File: src/rtl/sram_ctrl_pkg.sv
// rtl/sram_ctrl_pkg.sv - shared state encoding and bus geometry for sram_ctrl
package sram_ctrl_pkg;

    localparam int READ_BEATS  = 4;
    localparam int WRITE_BEATS = 2;
    localparam int SRAM_ADDR_W = 18;
    localparam int SRAM_DATA_W = 16;
    localparam int BEAT_W      = 2;

    typedef enum logic [2:0] {
        IDLE,
        READ,
        WRITE,
        DONE,
        TURN
    } state_t;

endpackage

File: src/rtl/sram_beat_timer.sv
// rtl/sram_beat_timer.sv - wait-state counter and beat index for SRAM beats
module sram_beat_timer
    import sram_ctrl_pkg::*;
#(
    parameter int WAIT_CYCLES = 1
) (
    input  logic              clk,
    input  logic              rst,
    input  logic              clear,
    input  logic              advance,
    input  logic [BEAT_W-1:0] last_beat,
    output logic [BEAT_W-1:0] beat,
    output logic              beat_last_cycle,
    output logic              beat_done
);

    localparam int WAIT_W = (WAIT_CYCLES < 2) ? 1 : $clog2(WAIT_CYCLES + 1);
    localparam logic [WAIT_W-1:0] WAIT_LAST = WAIT_W'(WAIT_CYCLES);

    logic [WAIT_W-1:0] wait_cnt;

    always_ff @(posedge clk) begin
        if (!rst || clear) begin
            wait_cnt <= '0;
            beat     <= '0;
        end else if (advance) begin
            if (beat_last_cycle) begin
                wait_cnt <= '0;
                beat     <= beat + 1'b1;
            end else begin
                wait_cnt <= wait_cnt + 1'b1;
            end
        end
    end

    // wait_cnt counts cycles already spent in the beat currently on the pins
    assign beat_last_cycle = (wait_cnt == WAIT_LAST);
    assign beat_done       = beat_last_cycle && (beat == last_beat);

endmodule

File: src/rtl/sram_ctrl.sv
// rtl/sram_ctrl.sv - cache-to-async-SRAM sequencer; optional stats via SRAM_CTRL_STATS_EN
module sram_ctrl
    import sram_ctrl_pkg::*;
#(
    parameter int WAIT_CYCLES = 1
) (
    input  logic                   clk,
    input  logic                   rst,
    input  logic [15:0]            address,
    input  logic [31:0]            write_data,
    input  logic                   mem_read,
    input  logic                   mem_write,
    output logic [63:0]            read_data,
    output logic                   ready,
    output logic [SRAM_ADDR_W-1:0] sram_addr,
    input  logic [SRAM_DATA_W-1:0] sram_dq_in,
    output logic [SRAM_DATA_W-1:0] sram_dq_out,
    output logic                   sram_dq_oe,
    output logic                   sram_we_n,
    output logic                   sram_oe_n,
    output logic [15:0]            rd_count,
    output logic [15:0]            wr_count
);

    // With no wait states there is no setup cycle, so WE# drops immediately
    localparam logic SETUP_WE_N = (WAIT_CYCLES != 0);

    state_t            state;
    logic [BEAT_W-1:0] beat;
    logic [BEAT_W-1:0] next_beat;
    logic [BEAT_W-1:0] last_beat;
    logic              beat_last_cycle;
    logic              beat_done;

    assign last_beat = (state == WRITE) ? BEAT_W'(WRITE_BEATS - 1) : BEAT_W'(READ_BEATS - 1);
    assign next_beat = beat + 1'b1;

    sram_beat_timer #(
        .WAIT_CYCLES(WAIT_CYCLES)
    ) u_timer (
        .clk            (clk),
        .rst            (rst),
        .clear          (state == IDLE),
        .advance        ((state == READ) || (state == WRITE)),
        .last_beat      (last_beat),
        .beat           (beat),
        .beat_last_cycle(beat_last_cycle),
        .beat_done      (beat_done)
    );

    always_ff @(posedge clk) begin
        if (!rst) begin
            state       <= IDLE;
            ready       <= 1'b0;
            read_data   <= '0;
            sram_addr   <= '0;
            sram_dq_out <= '0;
            sram_dq_oe  <= 1'b0;
            sram_we_n   <= 1'b1;
            sram_oe_n   <= 1'b1;
        end else begin
            ready <= 1'b0;
            case (state)
                IDLE: begin
                    if (mem_write) begin
                        state       <= WRITE;
                        sram_addr   <= {1'b0, address, 1'b0};
                        sram_dq_out <= write_data[15:0];
                        sram_dq_oe  <= 1'b1;
                        sram_we_n   <= SETUP_WE_N;
                    end else if (mem_read) begin
                        state     <= READ;
                        sram_addr <= {1'b0, address[15:1], 2'b00};
                        sram_oe_n <= 1'b0;
                    end
                end
                READ: begin
                    if (beat_last_cycle) begin
                        read_data[{beat, 4'b0000} +: SRAM_DATA_W] <= sram_dq_in;
                        if (beat_done) begin
                            state     <= DONE;
                            ready     <= 1'b1;
                            sram_oe_n <= 1'b1;
                        end else begin
                            sram_addr <= {1'b0, address[15:1], next_beat};
                        end
                    end
                end
                WRITE: begin
                    if (beat_last_cycle) begin
                        if (beat_done) begin
                            state      <= DONE;
                            ready      <= 1'b1;
                            sram_we_n  <= 1'b1;
                            sram_dq_oe <= 1'b0;
                        end else begin
                            sram_addr   <= {1'b0, address, next_beat[0]};
                            sram_dq_out <= write_data[{next_beat[0], 4'b0000} +: SRAM_DATA_W];
                            sram_we_n   <= SETUP_WE_N;
                        end
                    end else begin
                        sram_we_n <= 1'b0;
                    end
                end
                DONE:    state <= TURN;
                TURN:    state <= IDLE;
                default: state <= IDLE;
            endcase
        end
    end

`ifdef SRAM_CTRL_STATS_EN
    logic rd_fin;
    logic wr_fin;

    assign rd_fin = (state == READ) && beat_done;
    assign wr_fin = (state == WRITE) && beat_done;

    always_ff @(posedge clk) begin
        if (!rst) begin
            rd_count <= '0;
            wr_count <= '0;
        end else begin
            if (rd_fin && (rd_count != 16'hFFFF)) rd_count <= rd_count + 1'b1;
            if (wr_fin && (wr_count != 16'hFFFF)) wr_count <= wr_count + 1'b1;
        end
    end
`else
    assign rd_count = '0;
    assign wr_count = '0;
`endif

endmodule

File: config.mk
export PLATFORM = sky130hd
export DESIGN_NAME = sram_ctrl
export DESIGN_NICKNAME = d
export VERILOG_FILES = /design/src/rtl/sram_ctrl_pkg.sv /design/src/rtl/sram_beat_timer.sv /design/src/rtl/sram_ctrl.sv
export SDC_FILE = /design/constraint.sdc
export NUM_CORES = 1
export LEC_CHECK = 0
export BUFFER_PORTS_ARGS = -buffer_cell sky130_fd_sc_hd__clkbuf_2
export CAP_MARGIN = 10
export CORE_MARGIN = 1.5
export CORE_UTILIZATION = 30
export CTS_BUF_LIST = sky130_fd_sc_hd__clkbuf_8
export DETAILED_ROUTE_END_ITERATION = 8
export GPL_TIMING_DRIVEN = 0
export SETUP_SLACK_MARGIN = 0.3
export SYNTH_ARGS = -nofsm -noshare
export SYNTH_HDL_FRONTEND = slang
export SYNTH_SLANG_ARGS = --single-unit
File: constraint.sdc
create_clock -name clk -period 2.5 [get_ports clk]
set_clock_uncertainty 0.1 [all_clocks]
set_input_delay 0.125 -clock clk [delete_from_list [all_inputs] [get_ports clk]]
set_output_delay 0.125 -clock clk [all_outputs]
set_load 0.01 [all_outputs]
# Yosys cells after proc, flatten, opt, wreduce, memory -nomap -nowiden
# Cells that the tools add are included.
# op_classes
muxes	31
eq_ne	16
addsub	3
shift	3
n_reduce_logical	18
# ops
operator	n
$mux W18	6
$bwmux W64	1
$shift A16 B8 Y64 const A	1
$shiftx A16 B8 Y64	1
$pmux W18 S3	1
$mux W16	3
$pmux W16 S2	1
$shiftx A32 B6 Y16	1
$ne A2 B2 Y1 const B	7
$mux W3	4
$mux W1	10
$pmux W3 S3	1
$ne A2 B1 Y1 const B	4
$neg A6 Y8	1
$reduce_and A4 Y1	2
$eq A3 B2 Y1 const B	2
$pmux W1 S2	3
$reduce_and A2 Y1	3
$reduce_and A3 Y1	2
$reduce_and A6 Y1	1
$reduce_and A5 Y1	1
$reduce_bool A2 Y1	2
$eq A3 B1 Y1 const B	1
$logic_not A3 Y1	1
other kinds (10)	11
# word_totals
out_inout_bits	134
register_bits	108

# Depth between registers and ports, before layout
# depth
depth_word	7
mapped_depth	7

# Hierarchy
# From an unflattened synthesis, not the netlist that was laid out.
# hier_totals
cells_unflattened	581
area_unflattened_um2	4737.0
# by_module_without_submodules
module	area_per_inst_um2	cells_each	n_inst
sram_ctrl	4580.6	565	1
sram_beat_timer	156.4	16	1

# Worst setup path before layout
# No wires, ideal clock.
# synth_path
path_kind	reg2reg
from	register u_timer.beat[0]
to	register read_data[10]
path_slack_ns	0.362
synth_period_minus_slack_ns	2.138
n_path_buf	1
required_time_ns	2.330
path_stages_with_launch	7
setup_ns	0.070
t_arrival_ns	1.968
path_cell_list	dfxtp_1 -> inv_1 -> ha_1 -> nor3b_1 -> clkbuf_1 -> nand3_1 -> a21oi_1
# synth_via
elab_chain_cells	3
# synth_rtl
item	line_no	source
start, declared	sram_beat_timer.sv:12	output logic [BEAT_W-1:0] beat,
start signal, assigned	sram_beat_timer.sv:29	beat <= beat + 1'b1;
$neg A6 Y8 *	sram_ctrl.sv:79	read_data[{beat, 4'b0000} +: SRAM_DATA_W] <= sram_dq_in;
$shiftx A16 B8 Y64 / $shift A16 B8 Y64 (equally long branches)	sram_ctrl.sv:79	
$bwmux W64 *	sram_ctrl.sv:79	
end signal, assigned by index	sram_ctrl.sv:79	
end, declared	sram_ctrl.sv:13	output logic [63:0] read_data,
# Mark *: on every way between the ends. The rest lies on a longest branch, timed or not.
# A chain may end at the register's enable or synchronous reset.

# Final worst setup path
# layout_path
from	register u_timer.beat[1]
to	register read_data[30]
# Same word-level chain as after synthesis.

==> flow_summary.ini <==
[floorplan]
dieArea_sq_um = 16200
fp.coreArea_sq_um = 15100
dieHeight_um = 127
row_count = 45
ios = 202
initial_core_util_pct = 30.5
die_w_um = 127

[logic_synthesis]
synth.area.top_cells = dfxtp_1 46%, nand2_1 8.4%, a21oi_1 7.6%
synthMostInstantiatedCell = dfxtp_1
synth-async-reset-ratio_pct = 0
synth_xor_area_share_pct = 0.379
syn_area_sq_um = 4620
yosys_register_bits = 107
yosys_warnings = 0
synth_cells = 546
synth_compound_area_share_pct = 12.9
synth_top_family_by_area = simple AND/OR/NAND/NOR gates
synth-seq-area-share_pct = 46.4
muxShareOfSynthArea_pct = 7.15
ys.flop_type = dfxtp_1
yosys.area_share.simple_pct = 21.6
synth.top_cells.by_count = 107 x dfxtp_1, 103 x nand2_1, 70 x a21oi_1, 66 x nand3_1, 36 x buf_4
yosys.area.top_type_share_pct = 46.4
syn_area_per_cell_sq_um = 8.46
synth_edf_count = 0
yosys.area.top_type = dfxtp_1
yosysUniqueCellTypes = 37
synthAdderAreaFrac_pct = 1.35

[timing]
relSlewSlack_pct = 61.3
worstMarginPinSlew_ns = 0.580
fmax_ghz = 0.484
finalCriticalPeriod_ns = 2.06
period_share_pct = 82.6
grt_setup_unrepaired = no
hold_viol_final = 0
slew_viol_final = 0
setup_viol = 0

[worst_setup_path]
slowest_stage = ha_2
startpoint_type = register
arrival_ns = 2.29
path_delay_family = adder cells
path_cells = inv_1 -> ha_2 -> nor3b_4 -> clkbuf_2 -> nand3_1 -> a21oi_1
required_ns = 2.73
rr_startpoint = u_timer.beat[1]$_SDFFE_PP0P_
crit_buf_inv = 2
cpPeakStageDelay_ns = 0.48
crit_fanout = 10
worstSetupPathType = register to register
critPathLaunch = u_timer.beat[1]$_SDFFE_PP0P_
setup.worst_path.end_class = register

[route]
wl_per_cell_um = 14.1
via_per_inst = 4.55
drc = 0
vias = 4627
drt_iter0_drc = 231
dr.pass1.iters = 4
ant_nets = 0
routed_wl_um = 14300

[grt]
grt_max_degree = 18
grt-ovfl-total = 0
antenna_found_initial = 0
grt_pass1_wl_um = 22400
grtUsageTotal_pct = 17.5
first_global_vias = 4368

[power_and_ir_drop]
ir_worst_vdd_v = 0.000359
p_per_area_nw_per_um2 = 543
p_leak_nw = 3.00
finalPower_mw = 3.67

[placement]
post-place-cells = 934
portBuffers = 168
hpwl_um = 9950
gp_congestion = 0.779

[final_layout]
diodes = 0
final_util_pct = 44.6
nets = 896
area.growth.synth_to_final_pct = 46.4
nFillCells = 1526
layout.cells.non_filler = 1016
multi_input_area_sq_um = 2180
layout-drive-gt1-share_pct = 30.3
regArea_sq_um = 2150

[run]
max_cap_violations = 0

[cts]
cts_tree = yes
clock-sinks = 107
clk-insertion-delay-late_ns = 0.38
clockRootBuffer = clkbuf_8
cts-buffers-inserted = 9
htree_num_levels = 3
clockBufferDepth = 2
cts.clk_slew.worst_paths_ns = 0.10

[run_status]
status = complete, no violations

[hold_path]
hold_path_startpoint = write_data[15]
min_path_type = primary input to register
-- worst reg2reg max path, stage by stage (launching register included) --
cell,delay [ns]
dfxtp_1,0.42
inv_1,0.16
ha_2,0.48
nor3b_4,0.31
clkbuf_2,0.28
nand3_1,0.12
a21oi_1,0.14
-- cells in the final DEF (no fill, tap or decap), types with 3 or more instances in the layout --
master	netlist	final
clkbuf_2	0	173
dfxtp_1	107	106
nand2_1	103	103
a21oi_1	70	70
nand3_1	66	66
dlygate4sd3_1	0	63
buf_4	36	39
mux2i_1	33	33
conb_1	1	33
nor2_1	23	23
clkbuf_1	26	21
a211oi_1	17	17
clkbuf_8	0	11
buf_2	9	9
and2_1	5	5
o21ai_0	5	5
nand2b_1	4	4
inv_1	4	3
nor3b_4	0	3
nand3b_1	3	3
nor3_1	4	3
ha_1	5	3
-- sequential cells by signal, indices dropped and copies added, names as in the netlist --
| signal | count |
|---|---|
| sram_we_n | 1 |
| sram_oe_n | 1 |
| sram_dq_oe | 1 |
| read_data | 64 |
| state | 3 |
| u_timer.beat | 2 |
| u_timer.beat_last_cycle | 1 |
| sram_addr | 17 |
| ready | 1 |
| sram_dq_out | 16 |
-- per-layer routing --
layer / wire length, um / GRT usage [%] / vias to the layer above
li1: - / - / 2354
met1: 6490 / 21.7 / 2097
met2: 6820 / 30.1 / 160
met3: 739 / 4.52 / 16
met4: 238 / 4.95 / 0
met5: 0 / 0 / -
-- where the power goes --
part,switching [mW],internal [mW],total [mW]
Sequential,0.0402,1.77,1.81
Combinational,0.319,0.305,0.623
Clock,0.611,0.625,1.24
-- layout make-up --
cell class / count / area share (%)
timing repair buffer: 234 / 22.1
clock buffer: 11 / 2.24
multi-input combinational: 393 / 32.2
inverter: 4 / 0.278
buffer: 74 / 6.75
clock inverter: 5 / 1.22
sequential: 107 / 31.7
tap: 188 / 3.48
-- logic make-up after synthesis --
logic type,count (synthesis)
xor+xnor,2
other cells,1
buf+inv,78
flops,107
simple gates,219
fa+ha+maj,5
mux,33
compound gates,101
-- repair_timing --
item,in CTS,in global routing
hold endpoints to repair,97,0
buffers inserted,2,1
hold buffers,63,0
resized for setup,15,3
setup endpoints to repair,58,31
-- through the flow --
step / TNS (ns) / instance area [sq um] / hold slack (ns) / worst slack [ns]
final: 0 / 6760 / 0.0571 / 0.435
after global routing: 0 / 6760 / 0.0661 / 0.301
after CTS: 0 / 6750 / 0.00757 / 0.363
after detailed placement: -6.21 / 5820 / 0.265 / -0.269
after global placement: -7.27 / 5820 / 0.255 / -0.293
after floorplan: 0 / 4740 / 0.167 / 0.362
-- path summary, 6_finish.rpt --
path / endpoint / slack [ns] / depth (start not counted)
max: read_data[30]$_SDFFE_PN0P_ / 0.44 / 6
min: sram_dq_out[15]$_SDFFE_PN0P_ / 0.06 / 3
max reg2reg: read_data[30]$_SDFFE_PN0P_ / 0.44 / 6
min reg2reg: read_data[12]$_SDFFE_PN0P_ / 0.35 / 2
(Power assumes the default switching activity.)
